File: config.mk
export PLATFORM = sky130hd
export DESIGN_NAME = fir_delay_line
export DESIGN_NICKNAME = d
export VERILOG_FILES = /design/src/rtl/fir_pkg.sv /design/src/rtl/fir_dly_mem.sv /design/src/rtl/fir_delay_line.sv
export SDC_FILE = /design/constraint.sdc
export NUM_CORES = 1
export LEC_CHECK = 0
export ABC_AREA = 1
export CAP_MARGIN = 20
export CORE_MARGIN = 2
export CORE_UTILIZATION = 60
export DETAILED_ROUTE_END_ITERATION = 7
export PLACE_DENSITY = 0.77
export SYNTH_ARGS = -nofsm -noshare
export SYNTH_HDL_FRONTEND = slang
export SYNTH_HIERARCHICAL = 1
export SYNTH_SLANG_ARGS = --single-unit
File: constraint.sdc
create_clock -name clk -period 5.3 [get_ports clk]
set_input_delay 0.795 -clock clk [delete_from_list [all_inputs] [get_ports clk]]
set_output_delay 0.795 -clock clk [all_outputs]
set_load 0.1 [all_outputs]
File: src/rtl/fir_pkg.sv
// Shared defaults, sample type and controller state encoding for the FIR delay line.
package fir_pkg;

  localparam int unsigned FIR_DATA_W = 16;
  localparam int unsigned FIR_DEPTH  = 32;

  typedef logic [FIR_DATA_W-1:0] sample_t;

  typedef enum logic {
    IDLE  = 1'b0,
    FLUSH = 1'b1
  } dly_state_e;

endpackage : fir_pkg

File: src/rtl/fir_dly_mem.sv
// Circular sample storage with a write pointer and newest-relative tap read.
// Optional macro FIR_DLY_REG_OUT_EN registers the tap read port (1-cycle latency).
module fir_dly_mem
  import fir_pkg::*;
#(
  parameter int unsigned DATA_W = FIR_DATA_W,
  parameter int unsigned DEPTH  = FIR_DEPTH
) (
  input  logic                     clk,
  input  logic                     rst_n,
  input  logic                     clear_i,
  input  logic                     we_i,
  input  logic [DATA_W-1:0]        wdata_i,
  input  logic [$clog2(DEPTH)-1:0] rd_addr_i,
  output logic [DATA_W-1:0]        rd_data_o
);

  localparam int unsigned AW = $clog2(DEPTH);

  logic [DATA_W-1:0] mem_q [DEPTH];
  logic [AW-1:0]     wp_q;
  logic [AW-1:0]     rd_idx_c;

  // Storage and write pointer; clear and reset wipe every entry.
  always_ff @(posedge clk or negedge rst_n) begin
    if (!rst_n) begin
      for (int i = 0; i < int'(DEPTH); i++) mem_q[i] <= '0;
      wp_q <= '0;
    end else if (clear_i) begin
      for (int i = 0; i < int'(DEPTH); i++) mem_q[i] <= '0;
      wp_q <= '0;
    end else if (we_i) begin
      mem_q[wp_q] <= wdata_i;
      wp_q        <= wp_q + AW'(1);
    end
  end

  // Tap 0 is the entry just behind the write pointer; wrap is free at power-of-two depth.
  assign rd_idx_c = wp_q - AW'(1) - rd_addr_i;

`ifdef FIR_DLY_REG_OUT_EN
  logic [DATA_W-1:0] rd_q;

  // Registered tap read.
  always_ff @(posedge clk or negedge rst_n) begin
    if (!rst_n) begin
      rd_q <= '0;
    end else if (clear_i) begin
      rd_q <= '0;
    end else begin
      rd_q <= mem_q[rd_idx_c];
    end
  end

  assign rd_data_o = rd_q;
`else
  assign rd_data_o = mem_q[rd_idx_c];
`endif

endmodule : fir_dly_mem

File: src/rtl/fir_delay_line.sv
// FIR sample delay line: circular storage, zero-fill flush controller, saturating fill count.
// Optional macro FIR_DLY_REG_OUT_EN registers rd_data (see fir_dly_mem).
module fir_delay_line
  import fir_pkg::*;
#(
  parameter int unsigned DATA_W    = FIR_DATA_W,
  parameter int unsigned DEPTH     = FIR_DEPTH,
  parameter int unsigned FLUSH_LEN = DEPTH - 1
) (
  input  logic                     clk,
  input  logic                     rst_n,
  input  logic [DATA_W-1:0]        sample_in,
  input  logic                     push,
  input  logic                     clear,
  input  logic                     flush_start,
  input  logic [$clog2(DEPTH)-1:0] rd_addr,
  output logic [DATA_W-1:0]        rd_data,
  output logic [$clog2(DEPTH):0]   fill_cnt,
  output logic                     full,
  output logic                     busy,
  output logic                     flush_done
);

  localparam int unsigned CW = $clog2(DEPTH) + 1;

  dly_state_e        state_q;
  logic [CW-1:0]     rem_q;
  logic [CW-1:0]     fill_q;
  logic              full_q;
  logic              busy_q;
  logic              done_q;
  logic              wr_en_c;
  logic [DATA_W-1:0] wr_data_c;

  // A flush overrides the sample with zero; clear discards any coincident push.
  assign wr_en_c   = push && !clear;
  assign wr_data_c = (state_q == FLUSH) ? '0 : sample_in;

  // Flush controller, remaining-zero counter and saturating fill counter.
  always_ff @(posedge clk or negedge rst_n) begin
    if (!rst_n) begin
      state_q <= IDLE;
      rem_q   <= '0;
      fill_q  <= '0;
      full_q  <= 1'b0;
      busy_q  <= 1'b0;
      done_q  <= 1'b0;
    end else if (clear) begin
      state_q <= IDLE;
      rem_q   <= '0;
      fill_q  <= '0;
      full_q  <= 1'b0;
      busy_q  <= 1'b0;
      done_q  <= 1'b0;
    end else begin
      done_q <= 1'b0;
      if (push && !full_q) begin
        fill_q <= fill_q + CW'(1);
        full_q <= (fill_q == CW'(DEPTH - 1));
      end
      case (state_q)
        IDLE: begin
          if (flush_start) begin
            state_q <= FLUSH;
            busy_q  <= 1'b1;
            rem_q   <= CW'(FLUSH_LEN);
          end
        end
        FLUSH: begin
          if (push) begin
            rem_q <= rem_q - CW'(1);
            if (rem_q == CW'(1)) begin
              state_q <= IDLE;
              busy_q  <= 1'b0;
              done_q  <= 1'b1;
            end
          end
        end
        default: state_q <= IDLE;
      endcase
    end
  end

  fir_dly_mem #(
    .DATA_W (DATA_W),
    .DEPTH  (DEPTH)
  ) u_mem (
    .clk       (clk),
    .rst_n     (rst_n),
    .clear_i   (clear),
    .we_i      (wr_en_c),
    .wdata_i   (wr_data_c),
    .rd_addr_i (rd_addr),
    .rd_data_o (rd_data)
  );

  assign fill_cnt   = fill_q;
  assign full       = full_q;
  assign busy       = busy_q;
  assign flush_done = done_q;

endmodule : fir_delay_line
# Word level (Yosys, flattened, before mapping)
# Cells that the tools add are included.
[op_classes] n_addsub=5 n_lt_le_gt_ge=3 n_eq_ne=5 muxes=33 bitwise_logic=3 reduce_logical=9
[op_table] op="$mux W512" n=2
[op_table] op="$bwmux W512" n=1
[op_table] op="$bmux W16 S5" n=1
[op_table] op="$demux W16 S5" n=1
[op_table] op="$mux W16" n=4
[op_table] op="$mux W6" n=5
[op_table] op="$mux W1" n=14
[op_table] op="$ge A6 B6 Y1 const B" n=2
[op_table] op="$not A5 Y6" n=2
[op_table] op="$pmux W6 S2" n=1
[op_table] op="$mux W5" n=2
[op_table] op="$add A6 B1 Y6 const B" n=1
[op_table] op="$eq A6 B1 Y1 const B" n=1
[op_table] op="$eq A6 B5 Y1 const B" n=1
[op_table] op="$lt A6 B1 Y1 const B" n=1
[op_table] op="$ne A3 B3 Y1 const B" n=2
[op_table] op="$sub A6 B1 Y6 const B" n=1
[op_table] op="$add A5 B1 Y5 const B" n=1
[op_table] op="$sub A5 B1 Y5 const B" n=1
[op_table] op="$sub A5 B5 Y5" n=1
[op_table] op="$pmux W1 S2" n=2
[op_table] op="$reduce_bool A2 Y1" n=2
[op_table] op="$logic_and A1 B1 Y1" n=3
[op_table] op="$ne A3 B2 Y1 const B" n=1
[op_table] op="other kinds (4)" n=5
[word_totals] register_bits=533 output_inout_bits=25 elab_cells=97

# Depth between registers and ports, before layout
# Gate-level depths: netlist (run 1).
[logic_depth] depth_word=8 mapped_depth=13 mapped_depth_nobuf=11

# Modules after synthesis
# The synthesis (run 1) kept the hierarchy.
[by_module_without_submodules] module="fir_dly_mem" n_inst=1 cells_per_inst=3018 area_each_um2=24583.6 seq_area_each_um2=12937.4
[by_module_without_submodules] module="fir_delay_line" n_inst=1 cells_per_inst=153 area_each_um2=1012.2 seq_area_each_um2=400.4

# Worst setup path before layout (run 1)
# No wires, ideal clock.
[synth_timing] kind="input to output" start="in rd_addr[0]" end="out rd_data[0]" arrival_ns=2.979 required_ns=4.505 slack_ns=1.526 stages=12 n_path_buf=2 cell_sequence="inv_1 ha_1 fa_1 inv_1 buf_2 buf_1 nand3_1 nand2_1 nand2_1 nand3_1 nand3_1 nand2_1"
[synth_between] elab_chain_len=5
[synth_lines] element="start: declaration" line_no="fir_delay_line.sv:16" source="input logic [$clog2(DEPTH)-1:0] rd_addr,"
[synth_lines] element="$sub A5 B5 Y5" line_no="fir_dly_mem.sv:39" source="assign rd_idx_c = wp_q - AW'(1) - rd_addr_i;"
[synth_lines] element="$not A5 Y6 (implied by the code)" line_no="fir_dly_mem.sv:57" source="assign rd_data_o = mem_q[rd_idx_c];"
[synth_lines] element="$bmux W16 S5" line_no="fir_dly_mem.sv:57"
[synth_lines] element="$mux W16 (implied by the code) (2 in series)" line_no="fir_dly_mem.sv:57"
[synth_lines] element="end: declaration" line_no="fir_delay_line.sv:17" source="output logic [DATA_W-1:0] rd_data,"
# No other way between the ends. The select of a mux whose other input is x is not followed.

# Worst setup path after layout (run 1)
[layout_timing] start="in rd_addr[0]" end="out rd_data[3]"
# Same word-level chain as after synthesis.

==> flow_summary.json, run 1 <==
{
  "p_per_area_nw_per_um2": 335.6,
  "port_buffers": 50,
  "die_width_um": 210.5,
  "report.final.slew_viol_count": 0,
  "synth-edff-count": 0,
  "drtIter0Drc": 3555,
  "htree_levels": 2,
  "final_common_cell": "nand2_1",
  "ff2ff_path_depth": 7,
  "avgViaCountPerCell": 6.505,
  "syn_to_final_growth_pct": 10.75,
  "cts_tree": "done",
  "fin_crit_sh_pct": 89.63,
  "std_cell_rows": 75,
  "hpwl_um": 47720,
  "setup-tns-final_ns": 0,
  "track_usage_pct": 36.95,
  "crit_arrival_ns": 3.96,
  "power.leakage_nw": 13.14,
  "setup_viol": 0,
  "routed_wl_um": 80870,
  "drtPass1Iterations": 6,
  "fin_skew_ns": 0.02601,
  "syn_inst": 3171,
  "crit_fanout": 92,
  "start_util_pct": 60.88,
  "drc": 0,
  "mappedNetlistArea_um2": 25600,
  "worst_setup_path_end_kind": "output pin",
  "synth_nets": 3209,
  "clk_pin_slew_ns": 0.06,
  "wl_met3_um": 10330,
  "worstMarginPinSlew_ns": 0.9905,
  "grt_setup_unrepaired": "false",
  "grt.overflow.total": 0,
  "clock_latency_ns": 0.62,
  "pwr-share-comb_pct": 17.3,
  "p_int_mw": 6.664,
  "cts_resized": 0,
  "die_h_um": 210.5,
  "design.portCount": 51,
  "cts_setup_buffers": 0,
  "clockBufferDepth": 3,
  "synthFlopType": "dfrtp_1",
  "globalplace.congestion": 0.9142,
  "yosysSeqAreaShare_pct": 52.11,
  "syn_avg_cell_area_um2": 8.072,
  "final_cell_mix": "721 x nand2_1, 704 x nand3_1, 533 x dfrtp_1, 302 x inv_1, 261 x o21ai_0",
  "crit_type": "in2out",
  "num_vias": 23709,
  "synth_cell_types": 27,
  "core_um2": 42040,
  "hold_violations": 0,
  "max_cap_viol_count": 0,
  "sw_frac_of_total_pct": 29.95,
  "antenna_found_initial": 1,
  "seq_power_share_pct": 43.2,
  "synth-seq-cells": 533,
  "ys_warn_count": 6,
  "timing.fmax_mhz": 210.5,
  "top_layer": "met4",
  "ir_drop_v": 0.0002825,
  "drtAntennaViolNets": 0,
  "worst-r2r-setup-slack_ns": 2.53,
  "wire_per_inst_um": 22.19,
  "fin_crit_ns": 4.750,
  "grt_pass1_wl_um": 127900,
  "p_clk_share_pct": 39.4,
  "outcome": "complete, no violations",
  "cts_buffers": 56,
  "cts_root_buf": "clkbuf_16",
  "grt_max_degree": 134,
  "antenna_cells": 0,
  "first_global_vias": 23342,
  "layout-drive-gt1-share_pct": 6.793,
  "synthArstFlopShare_pct": 100.0,
  "crit_path_start_kind": "input pin",
  "maxSlewHeadroom_pct": 33.72,
  "hp-class": "in2async",
  "clock-sinks": 533,
  "whs_ns": 0.2361,
  "wl_met2_um": 35930,
  "die_area_um2": 44330,
  "power_switching_mw": 2.849,
  "postCtsHoldBufs": 0,
  "nets": 3107,
  "wl_met1_um": 30420,
  "crit_required_ns": 4.51
}
[Yosys cell counts (11+ instances only)]
cell | n | share of area [%]
inv_2 | 15 | 0.22
inv_1 | 303 | 4.4
nand2_1 | 722 | 11
clkbuf_1 | 126 | 1.8
nand3_1 | 704 | 14
nor2_1 | 39 | 0.57
o21ai_0 | 261 | 5.1
o22ai_1 | 257 | 6.3
buf_4 | 23 | 0.67
ha_1 | 11 | 0.54
nand2_2 | 28 | 0.68
dfrtp_1 | 533 | 52
buf_1 | 19 | 0.28
buf_2 | 100 | 2.0
a21oi_1 | 12 | 0.23
[area by class of cell]
cell class                      instances  area (µm²)
Sequential cell                       533       13340
Fill cell                            3399       13690
Tap cell                              539       674.4
Multi-Input combinational cell       2050        9847
Clock buffer                           85        1660
Inverter                              318        1211
Timing Repair Buffer                  110        1539
Clock inverter                         10       77.57
[sequential cells by signal (all words and copies together), names as in the netlist]
register,flops
flush_done,1
fill_cnt,6
full,1
state_q,1
u_mem/wp_q,5
rem_q,6
u_mem/mem_q,512
busy,1
[metal layers]
metal | vias to the layer above | GRT usage [%]
met4 | 0 | 20.45
met1 | 11318 | 49.42
met2 | 1713 | 56.36
li1 | 10353 | -
met3 | 325 | 8.254
met5 | - | 0
[power groups by stage]
stage          sequential (mW)  clock (mW)  combinational (mW)
2_1_floorplan             4.19           0               0.980
3_3_place_gp              4.18           0                1.58
3_5_place_dp              4.19           0                1.60
4_1_cts                   4.11        3.78                1.60
5_1_grt                   4.11        3.95                1.74
6_report                  4.11        3.75                1.65
[final timing paths]
check | start | end
setup / recovery | rd_addr[0] | rd_data[3]
hold / removal | rst_n | u_mem/mem_q[365]$_DFFE_PN0P_
setup reg to reg | u_mem/wp_q[1]$_DFFE_PN0P_ | u_mem/mem_q[430]$_DFFE_PN0P_
hold reg to reg | rem_q[4]$_DFFE_PN0P_ | rem_q[4]$_DFFE_PN0P_
max in group asynchronous | rst_n | u_mem/mem_q[81]$_DFFE_PN0P_
min in group clk | rem_q[4]$_DFFE_PN0P_ | rem_q[4]$_DFFE_PN0P_
[cell families (layout without fill, tap and decap cells)]
family,Yosys count,in the layout,share of synthesized area (%)
AND/OR/NAND/NOR,1500,1500,25.83
buffers and inverters,588,523,9.508
AO/OA/AOI/OAI,536,536,11.80
flip-flops,533,533,52.11
adder cells (fa/ha/maj),12,12,0.6159
XOR/XNOR,2,2,0.1418
[through the flow]
stage          setup slack, ns  total power [mW]  area, µm²  utilization, %  std cells
6_report                0.5495             9.513      28350           67.43       3645
2_1_floorplan            1.526             5.174      25600               -       3171
3_5_place_dp            0.6842             5.783      26580           63.23       3549
5_1_grt                 0.5020             9.799      28350           67.43       3645
4_1_cts                 0.6788             9.498      28320           67.36       3644
3_3_place_gp            0.6650             5.766      26280           62.50       3537
[critical path, stage by stage]
cell and delay (ns):
clkdlybuf4s50_1 0.45, inv_1 0.06, ha_4 0.16, fa_4 0.80, buf_12 0.41, nand3_1 0.32, nand3_1 0.14, nand2_1 0.12
nand2_1 0.09, nand3_1 0.07, nand2_1 0.22, buf_12 0.21
No activity file was read; power rests on OpenSTA's default activity.
==> inputs of run 2 (changes only) <==
- ABC_AREA: 1 -> not set
==> flow_summary.json, run 2 <==
{
  "antenna_cells": 0,
  "design.portCount": 51,
  "fin_util_pct": 67.20,
  "report.final.slew_viol_count": 0,
  "crit_fanout": 26,
  "fin_skew_ns": 0.02478,
  "cts_root_buf": "clkbuf_16",
  "synth_cell_types": 51,
  "grt_max_degree": 225,
  "path_cells": "clkdlybuf4s50_1, inv_1, ha_4, fa_4, buf_4, buf_12, mux2i_1, nand3_1, nand4_1, mux2_4, mux2i_1, buf_12",
  "yosysSeqAreaShare_pct": 48.62,
  "critical-path-slowest-cell": "fa_4",
  "track_usage_pct": 36.51,
  "hold_violations": 0,
  "clock_latency_ns": 0.63,
  "num_vias": 23471,
  "multi_input_area_um2": 12890,
  "hpwl_um": 50550,
  "syn_avg_cell_area_um2": 8.829,
  "largest_reg_flops": 512,
  "seq_area_um2": 13340,
  "routed_wl_um": 86160,
  "synthSimpleGateAreaFrac_pct": 22.55,
  "synth_nets": 3145,
  "first_global_vias": 22989,
  "crit_required_ns": 4.51,
  "ir_drop_v": 0.0002581,
  "fin_crit_sh_pct": 99.67,
  "final_common_cell": "nand2_1",
  "drtIter0Drc": 3322,
  "postCtsHoldBufs": 0,
  "power_mw": 10.13,
  "synth_xor_area_share_pct": 0.4379,
  "clockBufferDepth": 3,
  "p_per_area_nw_per_um2": 332.9,
  "htree_levels": 2,
  "antenna_found_initial": 4,
  "cts_tree": "done",
  "drc": 0,
  "syn_to_final_growth_pct": 10.93,
  "fillers": 3544,
  "synth_top_family_by_area": "simple AND/OR/NAND/NOR gates",
  "slowest_delay_ns": 0.97,
  "synth-adder-area-share_pct": 0.5747,
  "start_util_pct": 60.58,
  "post-place-ws_ns": 0.07352,
  "globalplace.congestion": 0.8976,
  "clk_pin_slew_ns": 0.06,
  "worst_setup_path_end_kind": "output pin",
  "regMostFlops": "u_mem/mem_q",
  "synthFlopType": "dfrtp_1",
  "clock-sinks": 533,
  "synth_area_leader_cell": "dfrtp_1",
  "crit_type": "in2out",
  "final_cell_mix": "934 x nand2_1, 532 x dfrtp_1, 456 x a21oi_1, 337 x mux2i_1, 261 x nand3_1",
  "syn_inst": 3107,
  "crit_path_start_kind": "input pin",
  "final_cells": 3650,
  "synthTopCellsByArea": "dfrtp_1 49%, nand2_1 13%, mux2i_1 12%",
  "synth_top_area_share_pct": 48.62,
  "core_um2": 45280,
  "mappedNetlistArea_um2": 27430,
  "drtAntennaViolNets": 0,
  "placedCellCount": 3536,
  "fin_crit_ns": 5.282,
  "wire_per_inst_um": 23.61,
  "timing.fmax_mhz": 189.3,
  "maxSlewHeadroom_pct": 16.22,
  "synth-edff-count": 0,
  "grt.overflow.total": 0,
  "netlist_top_cells_count": "934 x nand2_1, 533 x dfrtp_1, 456 x a21oi_1, 339 x mux2i_1, 261 x nand3_1",
  "synth-compound-area-share_pct": 8.771,
  "synthMuxAreaShare_pct": 13.96,
  "die_width_um": 217.8,
  "layout-drive-gt1-share_pct": 8.426,
  "worstMarginPinSlew_ns": 1.254,
  "die_h_um": 217.8,
  "std_cell_rows": 78,
  "die_area_um2": 47450,
  "drtPass1Iterations": 6,
  "synth-seq-cells": 533,
  "yosysMostFrequentCell": "nand2_1",
  "hp-class": "in2async",
  "nets": 3042,
  "outcome": "complete, no violations",
  "max_cap_viol_count": 0,
  "port_buffers": 50,
  "synthArstFlopShare_pct": 100.0,
  "crit_arrival_ns": 4.49,
  "setup_viol": 0,
  "ys_warn_count": 6,
  "avgViaCountPerCell": 6.430,
  "cts_buffers": 57,
  "grt_pass1_wl_um": 133300,
  "power.leakage_nw": 13.03,
  "setup_slack_ns": 0.01765,
  "whs_ns": 0.2240
}
run 2: changes by cell type after synthesis, sizes merged, moves of 38 or more:
cell / previous run / this run
a21oi: 12 / 457
clkbuf: 126 / 164
inv: 318 / 11
mux2i: 0 / 339
nand2: 750 / 938
nand3: 704 / 261
nand4: 2 / 66
nor2: 41 / 109
o21ai: 265 / 4
o22ai: 257 / 0
run 2: logic make-up (layout without fill, tap and decap cells):
family	after synthesis	count (layout)
xor+xnor	12	12
buf+inv	282	225
fa+ha+maj	12	12
compound gates	472	472
mux	371	371
flops	533	533
simple gates	1425	1425
run 2: final cells by class:
| type | instances | share of cell area, % |
|---|---|---|
| Clock buffer | 89 | 5.913 |
| Sequential cell | 533 | 43.84 |
| Inverter | 11 | 0.1398 |
| Timing Repair Buffer | 109 | 4.679 |
| Multi-Input combinational cell | 2292 | 42.35 |
| Tap cell | 600 | 2.467 |
| Clock inverter | 16 | 0.6168 |
run 2: path summary, 6_finish.rpt:
path / slack, ns / startpoint / depth (start not counted) / endpoint
worst max-delay path: 0.02 / rd_addr[0] / 12 / rd_data[7]
worst min-delay path: 0.22 / rst_n / 1 / u_mem/mem_q[251]$_DFFE_PN0P_
worst max register to register: 2.81 / u_mem/wp_q[1]$_DFFE_PN0P_ / 5 / u_mem/mem_q[196]$_DFFE_PN0P_
worst min register to register: 0.52 / u_mem/mem_q[70]$_DFFE_PN0P_ / 2 / u_mem/mem_q[70]$_DFFE_PN0P_
max in group asynchronous: 3.78 / rst_n / 2 / u_mem/mem_q[264]$_DFFE_PN0P_
min in group clk: 0.52 / u_mem/mem_q[70]$_DFFE_PN0P_ / 2 / u_mem/mem_q[70]$_DFFE_PN0P_
run 2: report_power, final:
| group | total (mW) | switching, mW | leakage [nW] | internal [mW] |
|---|---|---|---|---|
| registers | 4.10 | 0.0164 | 7.43 | 4.09 |
| clock network | 4.17 | 1.66 | 0.993 | 2.51 |
| logic | 1.85 | 1.28 | 4.61 | 0.579 |
| total | 10.1 | 2.96 | 13.0 | 7.17 |
run 2: repair_timing:
action                     CTS  global route
resized for setup            0             6
setup endpoints to repair    0             3
setup buffers                0             7
run 2: critical path, delay by kind of cell:
family / cells / cell delay (ns)
multiplexers: 3 / 0.88
buffers and inverters: 5 / 1.21
AND/OR/NAND/NOR: 2 / 0.41
adder cells (fa/ha/maj): 2 / 1.16
run 2: metal layers:
metal | global-route usage, % | routed length (µm) | vias up
met5 | 0 | 54 | -
met4 | 17.26 | 4110 | 8
met3 | 9.568 | 10910 | 279
met2 | 53.63 | 37770 | 1472
met1 | 50.79 | 33320 | 11459
li1 | - | - | 10253
run 2: metrics by stage:
step                      cell area (µm²)  setup TNS (ns)
final                               30430               0
after global routing                30430        -0.01783
after CTS                           30290               0
after detailed placement            28300               0
after global placement              28280               0
after floorplan                     27430               0
